==> src/rtl/ov7670_capture_ctrl_if.sv <==
// ============================================================================
//  Module   : ov7670_capture_ctrl_if
//  Brief    : Command, frame-event and status bundle of the OV7670 capture
//             sequencer.
//  Revision : 1.0
// ============================================================================
`default_nettype none
`timescale 1ns/1ps

interface ov7670_capture_ctrl_if #(
    parameter int unsigned CNT_WIDTH = 16
);
    logic                 i_cfg_done;
    logic                 i_cmd_single;
    logic                 i_cmd_continuous;
    logic                 i_cmd_stop;
    logic                 i_frame_start;
    logic                 i_frame_done;
    logic                 o_start_capture;
    logic                 o_next_frame;
    logic                 o_busy;
    logic                 o_timeout;
    logic [CNT_WIDTH-1:0] o_frame_count;
    logic [2:0]           o_state;

    modport master (
        output i_cfg_done, i_cmd_single, i_cmd_continuous, i_cmd_stop,
        output i_frame_start, i_frame_done,
        input  o_start_capture, o_next_frame, o_busy, o_timeout,
        input  o_frame_count, o_state
    );

    modport slave (
        input  i_cfg_done, i_cmd_single, i_cmd_continuous, i_cmd_stop,
        input  i_frame_start, i_frame_done,
        output o_start_capture, o_next_frame, o_busy, o_timeout,
        output o_frame_count, o_state
    );
endinterface

`default_nettype wire

==> src/rtl/ov7670_capture_ctrl.sv <==
// ============================================================================
//  Module   : ov7670_capture_ctrl
//  Brief    : OV7670 receiver sequencer: config gating, single/continuous
//             capture with frame decimation, frame counter, stall watchdog.
//  Revision : 1.0
// ============================================================================
`default_nettype none
`timescale 1ns/1ps

module ov7670_capture_ctrl #(
    parameter int unsigned TIMEOUT_CYCLES = 8_000_000,
    parameter int unsigned SKIP_FRAMES    = 0,
    parameter int unsigned CNT_WIDTH      = 16
) (
    input  wire logic             i_clk,
    input  wire logic             i_reset,
    ov7670_capture_ctrl_if.slave  bus
);

    typedef enum logic [2:0] {
        ST_WAIT_CFG = 3'd0,
        ST_IDLE     = 3'd1,
        ST_ARM      = 3'd2,
        ST_CAPTURE  = 3'd3,
        ST_SKIP     = 3'd4,
        ST_ERROR    = 3'd5
    } state_t;

    localparam int unsigned c_WD_W   = (TIMEOUT_CYCLES > 2) ? $clog2(TIMEOUT_CYCLES) : 1;
    localparam int unsigned c_SKIP_W = (SKIP_FRAMES > 0) ? $clog2(SKIP_FRAMES + 1) : 1;
    // Expiry is decided one cycle early so ERROR is entered on the count of TIMEOUT_CYCLES-1.
    localparam logic [c_WD_W-1:0]   c_WD_LAST  = c_WD_W'(TIMEOUT_CYCLES - 2);
    localparam logic [c_SKIP_W-1:0] c_SKIP_LD  = c_SKIP_W'(SKIP_FRAMES);
    localparam logic [c_SKIP_W-1:0] c_SKIP_ONE = c_SKIP_W'(1);

    state_t                r_state;
    logic                  r_mode_cont;
    logic                  r_stop_pend;
    logic [c_SKIP_W-1:0]   r_skip_cnt;
    logic [c_WD_W-1:0]     r_wd_cnt;
    logic [CNT_WIDTH-1:0]  r_frame_count;
    logic                  r_start_capture;
    logic                  r_next_frame;
    logic                  r_busy;
    logic                  r_timeout;

    state_t                w_state_nxt;
    logic                  w_mode_nxt;
    logic                  w_pend_nxt;
    logic [c_SKIP_W-1:0]   w_skip_nxt;
    logic [CNT_WIDTH-1:0]  w_count_nxt;
    logic                  w_start_nxt;
    logic                  w_next_nxt;
    logic                  w_timeout_nxt;
    logic                  w_wd_expire;
    logic                  w_in_busy;
    logic                  w_busy_nxt;
    logic                  w_frame_evt;

    assign w_frame_evt = bus.i_frame_start | bus.i_frame_done;
    assign w_in_busy   = (r_state == ST_ARM) || (r_state == ST_CAPTURE) || (r_state == ST_SKIP);
    assign w_busy_nxt  = (w_state_nxt == ST_ARM) || (w_state_nxt == ST_CAPTURE) ||
                         (w_state_nxt == ST_SKIP);
    assign w_wd_expire = (r_wd_cnt == c_WD_LAST) && !w_frame_evt;

    always_comb begin
        w_state_nxt   = r_state;
        w_mode_nxt    = r_mode_cont;
        w_pend_nxt    = r_stop_pend;
        w_skip_nxt    = r_skip_cnt;
        w_count_nxt   = r_frame_count;
        w_timeout_nxt = r_timeout;
        w_start_nxt   = 1'b0;
        w_next_nxt    = 1'b0;
        // Losing sensor configuration overrides everything except a latched error.
        if (!bus.i_cfg_done && (r_state != ST_ERROR)) begin
            w_state_nxt = ST_WAIT_CFG;
            w_mode_nxt  = 1'b0;
            w_pend_nxt  = 1'b0;
        end else begin
            case (r_state)
                ST_WAIT_CFG: w_state_nxt = ST_IDLE;
                ST_IDLE: begin
                    if (!bus.i_cmd_stop && (bus.i_cmd_single || bus.i_cmd_continuous)) begin
                        w_mode_nxt  = !bus.i_cmd_single;
                        w_pend_nxt  = 1'b0;
                        w_state_nxt = ST_ARM;
                        w_start_nxt = 1'b1;
                    end
                end
                ST_ARM: begin
                    if (bus.i_cmd_stop) begin
                        w_state_nxt = ST_IDLE;
                    end else if (bus.i_frame_start) begin
                        w_state_nxt = ST_CAPTURE;
                    end else if (w_wd_expire) begin
                        w_state_nxt   = ST_ERROR;
                        w_timeout_nxt = 1'b1;
                    end
                end
                ST_CAPTURE: begin
                    if (bus.i_frame_done) begin
                        w_count_nxt = r_frame_count + CNT_WIDTH'(1);
                        if (!r_mode_cont || r_stop_pend || bus.i_cmd_stop) begin
                            w_state_nxt = ST_IDLE;
                            w_pend_nxt  = 1'b0;
                        end else begin
                            w_next_nxt = 1'b1;
                            if (SKIP_FRAMES == 0) begin
                                w_state_nxt = ST_ARM;
                            end else begin
                                w_state_nxt = ST_SKIP;
                                w_skip_nxt  = c_SKIP_LD;
                            end
                        end
                    end else begin
                        if (bus.i_cmd_stop) w_pend_nxt = 1'b1;
                        if (w_wd_expire) begin
                            w_state_nxt   = ST_ERROR;
                            w_timeout_nxt = 1'b1;
                        end
                    end
                end
                ST_SKIP: begin
                    if (bus.i_cmd_stop) begin
                        w_state_nxt = ST_IDLE;
                    end else if (bus.i_frame_done) begin
                        w_next_nxt = 1'b1;
                        w_skip_nxt = r_skip_cnt - c_SKIP_ONE;
                        if (r_skip_cnt == c_SKIP_ONE) w_state_nxt = ST_ARM;
                    end else if (w_wd_expire) begin
                        w_state_nxt   = ST_ERROR;
                        w_timeout_nxt = 1'b1;
                    end
                end
                ST_ERROR: begin
                    if (bus.i_cmd_stop) begin
                        w_state_nxt   = ST_IDLE;
                        w_timeout_nxt = 1'b0;
                    end
                end
                default: w_state_nxt = ST_WAIT_CFG;
            endcase
        end
    end

    always_ff @(posedge i_clk) begin
        if (i_reset) begin
            r_state         <= ST_WAIT_CFG;
            r_mode_cont     <= 1'b0;
            r_stop_pend     <= 1'b0;
            r_skip_cnt      <= '0;
            r_wd_cnt        <= '0;
            r_frame_count   <= '0;
            r_start_capture <= 1'b0;
            r_next_frame    <= 1'b0;
            r_busy          <= 1'b0;
            r_timeout       <= 1'b0;
        end else begin
            r_state         <= w_state_nxt;
            r_mode_cont     <= w_mode_nxt;
            r_stop_pend     <= w_pend_nxt;
            r_skip_cnt      <= w_skip_nxt;
            r_frame_count   <= w_count_nxt;
            r_start_capture <= w_start_nxt;
            r_next_frame    <= w_next_nxt;
            r_busy          <= w_busy_nxt;
            r_timeout       <= w_timeout_nxt;
            if ((w_state_nxt != r_state) || w_frame_evt || !w_in_busy) begin
                r_wd_cnt <= '0;
            end else begin
                r_wd_cnt <= r_wd_cnt + c_WD_W'(1);
            end
        end
    end

    assign bus.o_state         = r_state;
    assign bus.o_start_capture = r_start_capture;
    assign bus.o_next_frame    = r_next_frame;
    assign bus.o_busy          = r_busy;
    assign bus.o_timeout       = r_timeout;
    assign bus.o_frame_count   = r_frame_count;

endmodule

`default_nettype wire

==> src/flat_wrapper.sv <==
// flat-port wrapper written by rule: the top's interface ports become plain ports
module ov7670_capture_ctrl_flat 
#(
    parameter int unsigned TIMEOUT_CYCLES = 8_000_000,
    parameter int unsigned SKIP_FRAMES    = 0,
    parameter int unsigned CNT_WIDTH      = 16
)
  (i_clk, i_reset, bus_i_cfg_done, bus_i_cmd_single, bus_i_cmd_continuous, bus_i_cmd_stop, bus_i_frame_start, bus_i_frame_done, bus_o_start_capture, bus_o_next_frame, bus_o_busy, bus_o_timeout, bus_o_frame_count, bus_o_state);
  ov7670_capture_ctrl_if #(.CNT_WIDTH(CNT_WIDTH)) bus_i ();
  input  wire logic i_clk;
  input  wire logic i_reset;
  input wire logic [$bits(bus_i.i_cfg_done)-1:0] bus_i_cfg_done;
  input wire logic [$bits(bus_i.i_cmd_single)-1:0] bus_i_cmd_single;
  input wire logic [$bits(bus_i.i_cmd_continuous)-1:0] bus_i_cmd_continuous;
  input wire logic [$bits(bus_i.i_cmd_stop)-1:0] bus_i_cmd_stop;
  input wire logic [$bits(bus_i.i_frame_start)-1:0] bus_i_frame_start;
  input wire logic [$bits(bus_i.i_frame_done)-1:0] bus_i_frame_done;
  output wire logic [$bits(bus_i.o_start_capture)-1:0] bus_o_start_capture;
  output wire logic [$bits(bus_i.o_next_frame)-1:0] bus_o_next_frame;
  output wire logic [$bits(bus_i.o_busy)-1:0] bus_o_busy;
  output wire logic [$bits(bus_i.o_timeout)-1:0] bus_o_timeout;
  output wire logic [$bits(bus_i.o_frame_count)-1:0] bus_o_frame_count;
  output wire logic [$bits(bus_i.o_state)-1:0] bus_o_state;
  assign bus_i.i_cfg_done = bus_i_cfg_done;
  assign bus_i.i_cmd_single = bus_i_cmd_single;
  assign bus_i.i_cmd_continuous = bus_i_cmd_continuous;
  assign bus_i.i_cmd_stop = bus_i_cmd_stop;
  assign bus_i.i_frame_start = bus_i_frame_start;
  assign bus_i.i_frame_done = bus_i_frame_done;
  assign bus_o_start_capture = bus_i.o_start_capture;
  assign bus_o_next_frame = bus_i.o_next_frame;
  assign bus_o_busy = bus_i.o_busy;
  assign bus_o_timeout = bus_i.o_timeout;
  assign bus_o_frame_count = bus_i.o_frame_count;
  assign bus_o_state = bus_i.o_state;
  ov7670_capture_ctrl #(.TIMEOUT_CYCLES(TIMEOUT_CYCLES), .SKIP_FRAMES(SKIP_FRAMES), .CNT_WIDTH(CNT_WIDTH)) u_core (.i_clk(i_clk), .i_reset(i_reset), .bus(bus_i));
endmodule
==> config.mk <==
export PLATFORM = sky130hd
export DESIGN_NAME = ov7670_capture_ctrl_flat
export DESIGN_NICKNAME = d
export VERILOG_FILES = /design/src/rtl/ov7670_capture_ctrl_if.sv /design/src/rtl/ov7670_capture_ctrl.sv /design/src/flat_wrapper.sv
export SDC_FILE = /design/constraint.sdc
export NUM_CORES = 1
export LEC_CHECK = 0
export BUFFER_PORTS_ARGS = -buffer_cell sky130_fd_sc_hd__buf_4
export CORE_MARGIN = 2
export CORE_UTILIZATION = 50
export DETAILED_ROUTE_END_ITERATION = 8
export MAX_ROUTING_LAYER = met4
export PLACE_DENSITY = 0.7
export SKIP_CTS_REPAIR_TIMING = 1
export SLEW_MARGIN = 0
export SYNTH_ARGS = -nofsm -noshare
export SYNTH_HDL_FRONTEND = slang
export SYNTH_SLANG_ARGS = --single-unit
==> constraint.sdc <==
create_clock -name i_clk -period 4.2 [get_ports i_clk]
set_input_delay 0.21 -clock i_clk [delete_from_list [all_inputs] [get_ports i_clk]]
set_output_delay 0.21 -clock i_clk [all_outputs]
set_load 0.02 [all_outputs]
**Word-level counts from Yosys, hierarchy flattened**

Index checks and enable logic that the tools add are counted.

- Register bits: 49
- Latch bits: 0
- RAM bits: 0
- ROM bits: 0
- Input bits: 8
- Output and inout port bits: 23
- Word-level logic and storage cells: 94
- Memories kept: 0

- $add $sub $neg: 3
- $mul: 0
- Div/mod/pow operators: 0
- Magnitude comparators: 0
- Equality and inequality tests: 18
- Shifts and indexed selects: 0
- Multiplexer cells: 30
- Bitwise logic cells: 4
- Reduce and logical (&&, ||, !) cells: 29

Operators by type and width:

| cell | number |
|---|---|
| 3-bit 2-to-1 mux | 10 |
| 23-bit by 1-bit adder with 23-bit output, second input constant | 1 |
| 23-bit equality test, second input constant | 1 |
| 3-bit case mux with 6 select lines | 1 |
| 16-bit by 1-bit adder with 16-bit output, second input constant | 1 |
| 1-bit 2-to-1 mux | 15 |
| 3-bit by 2-bit equality test with 1-bit output, second input constant | 4 |
| 3-bit equality test, second input constant | 3 |
| 1-bit logical OR | 9 |
| 3-bit inequality test, second input constant | 3 |
| 2-bit inequality test, second input constant | 4 |
| 4-bit AND reduction | 2 |
| 1-bit zero test | 6 |
| 6-bit AND reduction | 1 |
| 1-bit case mux with 2 select lines | 2 |
| 1-bit case mux with 4 select lines | 1 |
| 4-bit nonzero test | 1 |
| 2-bit OR reduction | 2 |
| 3-bit by 1-bit equality test with 1-bit output, second input constant | 1 |
| 1-bit logical AND | 3 |
| 3-bit zero test | 1 |
| 3-bit inequality test | 1 |
| 1-bit NOT | 3 |
| 3-bit AND reduction | 1 |
| other kinds (7) | 7 |

**Depth between registers and ports, before layout**

- Word-level depth: 12
- Gate-level depth with buffers: 10
- Mapped depth without buffers: 8

**Worst setup path after synthesis**

No wires, ideal clock.

- Path kind: register to register
- Start: register u_core.r_state[0], in the netlist u_core.bus.o_state[0]
- End: register u_core.r_frame_count[15], in the netlist u_core.bus.o_frame_count[15]
- Library setup time: 70 ps
- Data arrival time: 2,043 ps
- Required time: 4,130 ps
- Setup slack: 2,087 ps
- Cell stages (with the launch flop): 11
- Path buffers: 4
- Period minus slack after synthesis: 2,113 ps
- Cell sequence: dfxtp_1 buf_4 and3b_1 buf_4 and2_4 buf_6 nand4_4 or2_1 buf_6 or3_1 a21oi_1

- Cells in the longest elaborated chain, start to end: 4
- Elaborated cells between the ends (all ways): 5
- Classes of those cells: 2 x eq/ne; 1 x bitwise; 2 x reduce/logical

RTL lines:

| what | line | RTL |
|---|---|---|
| start: declaration | ov7670_capture_ctrl.sv:36 | `state_t r_state;` |
| start signal: assignment | ov7670_capture_ctrl.sv:160 | `r_state <= w_state_nxt;` |
| 3-bit inequality test | ov7670_capture_ctrl.sv:76 | `if (!bus.i_cfg_done && (r_state != ST_ERROR)) begin` |
| 1-bit logical AND | ov7670_capture_ctrl.sv:76 |  |
| 1-bit NOT (no line) | n/a |  |
| 3-bit AND reduction (no line) (*) | n/a |  |
| end signal: assignment | ov7670_capture_ctrl.sv:164 | `r_frame_count <= w_count_nxt;` |
| end: declaration | ov7670_capture_ctrl.sv:41 | `logic [CNT_WIDTH-1:0] r_frame_count;` |

Every way passes the cells marked *; elsewhere a longest branch is shown, timed or not.
A chain may end at the register's enable or synchronous reset.

**Final worst setup path**

- Start: register u_core.r_state[0], in the netlist u_core.bus.o_state[0]
- End: register u_core.r_wd_cnt[18]

- Cells in the longest elaborated chain, start to end: 9
- Elaborated cells between the ends (all ways): 26
- Classes of those cells: 7 x eq/ne; 11 x mux; 8 x reduce/logical

RTL lines:

| what | line | RTL |
|---|---|---|
| 3-bit 2-to-1 mux (on tied branches) | n/a |  |
| 3-bit 2-to-1 mux (on tied branches) | ov7670_capture_ctrl.sv:127, ov7670_capture_ctrl.sv:94 |  |
| 3-bit 2-to-1 mux (on tied branches) | ov7670_capture_ctrl.sv:125, ov7670_capture_ctrl.sv:92 |  |
| 3-bit case mux with 6 select lines | ov7670_capture_ctrl.sv:81 | `case (r_state)` |
| 3-bit 2-to-1 mux | ov7670_capture_ctrl.sv:76 |  |
| 3-bit inequality test | ov7670_capture_ctrl.sv:169 | `if ((w_state_nxt != r_state) \|\| w_frame_evt \|\| !w_in_busy) begin` |
| 1-bit logical OR | ov7670_capture_ctrl.sv:169 |  |
| 1-bit logical OR (*) | ov7670_capture_ctrl.sv:169 |  |
| 2-bit OR reduction (no line) (*) | n/a |  |
| end signal: assignment | ov7670_capture_ctrl.sv:172 | `r_wd_cnt <= r_wd_cnt + c_WD_W'(1);` |
| end: declaration | ov7670_capture_ctrl.sv:40 | `logic [c_WD_W-1:0] r_wd_cnt;` |

Marks and branches as above.

==> results.txt <==
Starting DRT DRC Count: 186
Non-Filler Instances: 381
Placer Congestion: 0.900
met2 wire length: 2090 um
number of fill cells: 462
area grow syn2layout: 12.4%
Initial Utilization: 0.524
Peak VDD IR: 0.000215 V
DR WL/cell: 12.4 um
f_max: 379 MHz
final antenna-violating net count: 0
min cycle time layout: 2.64 ns
wl on met1: 2430 um
Post-synth top cells: dfxtp_1, nor2_1, xor2_1, nand2_1, a21oi_1
most common cell in the netlist: dfxtp_1
Chip Width: 74.6 um
Mapped Cells: 291
critical path fanouts, max: 23
Worst R2R Path Depth: 6
Final Skew: 0.00778 ns
Slew HR: 0.603
# DRC: 0
hold slack: 0.0835 ns
syn_area_per_cell: 8.56 um2
CTS tree: yes
pre-CTS WS: 1.58 ns
Max Slew Vio Count: 0
RSZ-0062 raised after global routing: no
latest clock arrival within the worst-skew pair: 0.30 ns
final-report hold violation count: 0
input/output buffers: 30
DP Wirelength: 3290 um
first-pass GRT wire length: 8360 um
EDFF count, synth: 0
Root Driver: clkbuf_8
Hold Path Cell Cnt: 2
FF-to-FF setup slack: 1.56 ns
share of Yosys cell area claimed by the top area cell type: 0.394
synthesis-stage register bit count: 49
status: finished, final reports clean
Arrival @ worst endpoint: 2.85 ns
metal3 WL: 175 um
Hold Path Class: in -> reg
Final Cycle Share: 0.627
Core Footprint: 4750 um2
# diodes: 0
vias in the first global route: 1,843
synthesis warning total: 0
GRT overflow: 0
clk sinks: 49
Post-Syn Nets: 302
Die Y: 74.6 um
setup TNS: 0 ns
placed insts: 373
Setup crit start: u_core.bus.o_state[0]
clock buffer depth: 2
top post-synthesis cells by area: dfxtp_1, xor2_1, nor2_1
cell taking the most area after synthesis: dfxtp_1
synthesized area: 2490 um2
Clk pin slew, worst setup/hold paths: 0.09 ns
Crit Reg-Reg Startpoint: u_core.bus.o_state[0]
row count: 25
crit path capture: u_core.r_wd_cnt[18]
Worst Path Required: 4.42 ns
DRT Wirelength: 4740 um
static leakage: 1.01 nW
Ports: 31
Distinct cells, synth: 56
largest net degree at the start of global routing: 24
layout cells sized above 1: 0.143
Synth Flop Type: dfxtp_1
Num CTS Buffers: 5
TritonRoute pass-1 iters: 4
GRT Total Usage: 0.194
final setup margin: 1.56 ns
CP Class: reg -> reg
sequential cell area: 981 um2
H-tree depth: 2
via count: 2,065
top sig layer: met4
die footprint: 5570 um2
Least-Margin Pin Slew: 0.594 ns
area of the multi-input gates: 1400 um2
R2R Path End: u_core.r_wd_cnt[18]
net total in the final layout: 324
# setup viols final: 0
initial antenna violation count: 0
# Max-Cap Violations: 0
Async SR Flop Fraction: 0
Critical Path End Type: register
Power Dens Cells: 280 nW/um2
part of the Yosys area used for sequential elements: 0.394
CP startpoint kind: register
vias per cell: 5.42
routing by layer:
layer,vias to the layer above,global-route usage
met5,-,-
met1,949,0.280
li1,1072,-
met3,4,0.0366
met4,0,0.0496
met2,40,0.279
layout by cell type (no fill, tap or decap), types with 2 or more instances in the layout:
master / n
nand2_1: 16
or3_1: 8
a21o_1: 2
nand3_1: 13
a2111oi_0: 2
nor3b_1: 2
a21oi_1: 15
nand4_1: 12
buf_4: 30
nor3_1: 5
and2_1: 4
ha_1: 3
nand2b_1: 4
o21a_1: 2
a211oi_1: 3
dfxtp_1: 49
clkbuf_8: 5
nor2b_1: 2
xor2_1: 24
xnor2_1: 7
inv_1: 6
and4_1: 5
and3_1: 7
o21ai_0: 8
or2_2: 3
nor2_1: 45
and2b_1: 2
stage by stage:
stage,utilization,power (mW),instance area [um2]
3_3_place_gp,0.571,0.516,2710
6_report,0.589,0.784,2800
5_1_grt,0.589,0.812,2800
2_1_floorplan,-,0.504,2490
4_1_cts,0.589,0.793,2800
3_5_place_dp,0.571,0.516,2710
worst max-delay path, stage by stage (launching register included):
cell	delay [ns]
dfxtp_1	0.71
a21oi_1	0.19
o41ai_1	0.40
a21oi_1	0.11
a2111oi_4	0.35
nand4_2	0.53
nor2_1	0.26
flip-flops by register name, summed over array words and instances (netlist names):
register	count
u_core.bus.o_frame_count	16
u_core.r_mode_cont	1
u_core.r_skip_cnt	1
u_core.bus.o_next_frame	1
u_core.r_stop_pend	1
u_core.bus.o_start_capture	1
u_core.bus.o_timeout	1
u_core.bus.o_state	3
u_core.r_wd_cnt	23
u_core.bus.o_busy	1
area by class of cell:
type	count	share of cell area
Clock buffer	5	0.0246
Clock inverter	3	0.00759
Inverter	6	0.00804
Multi-Input combinational cell	221	0.500
Sequential cell	49	0.350
Tap cell	67	0.0299
Timing Repair Buffer	30	0.0804
power by group:
part           switching [mW]  internal [mW]  leakage (nW)
Combinational          0.0220         0.0150         0.575
Sequential            0.00360          0.465         0.395
Clock                   0.160          0.118        0.0445
Total                   0.185          0.599          1.01
worst min path at each step:
stage,start,endpoint
finish,bus_i_cmd_single,u_core.r_mode_cont
global route,bus_i_cmd_single,u_core.r_mode_cont
CTS,bus_i_cmd_single,u_core.r_mode_cont
detailed placement,bus_i_cmd_single,u_core.r_mode_cont
global placement,bus_i_cmd_single,u_core.r_mode_cont
floorplan,bus_i_cmd_single,u_core.r_mode_cont
kinds of logic (layout without fill, tap and decap cells):
group                    count (synthesis)  in the layout  synth area share
multiplexers                             1              1           0.00402
buffers and inverters                   21             44            0.0447
AND/OR/NAND/NOR                        137            137             0.294
AO/OA/AOI/OAI                           49             49             0.140
XOR/XNOR                                31             31             0.109
flip-flops                              49             49             0.394
adder cells (fa/ha/maj)                  3              3            0.0151
(Power assumes the default switching activity.)
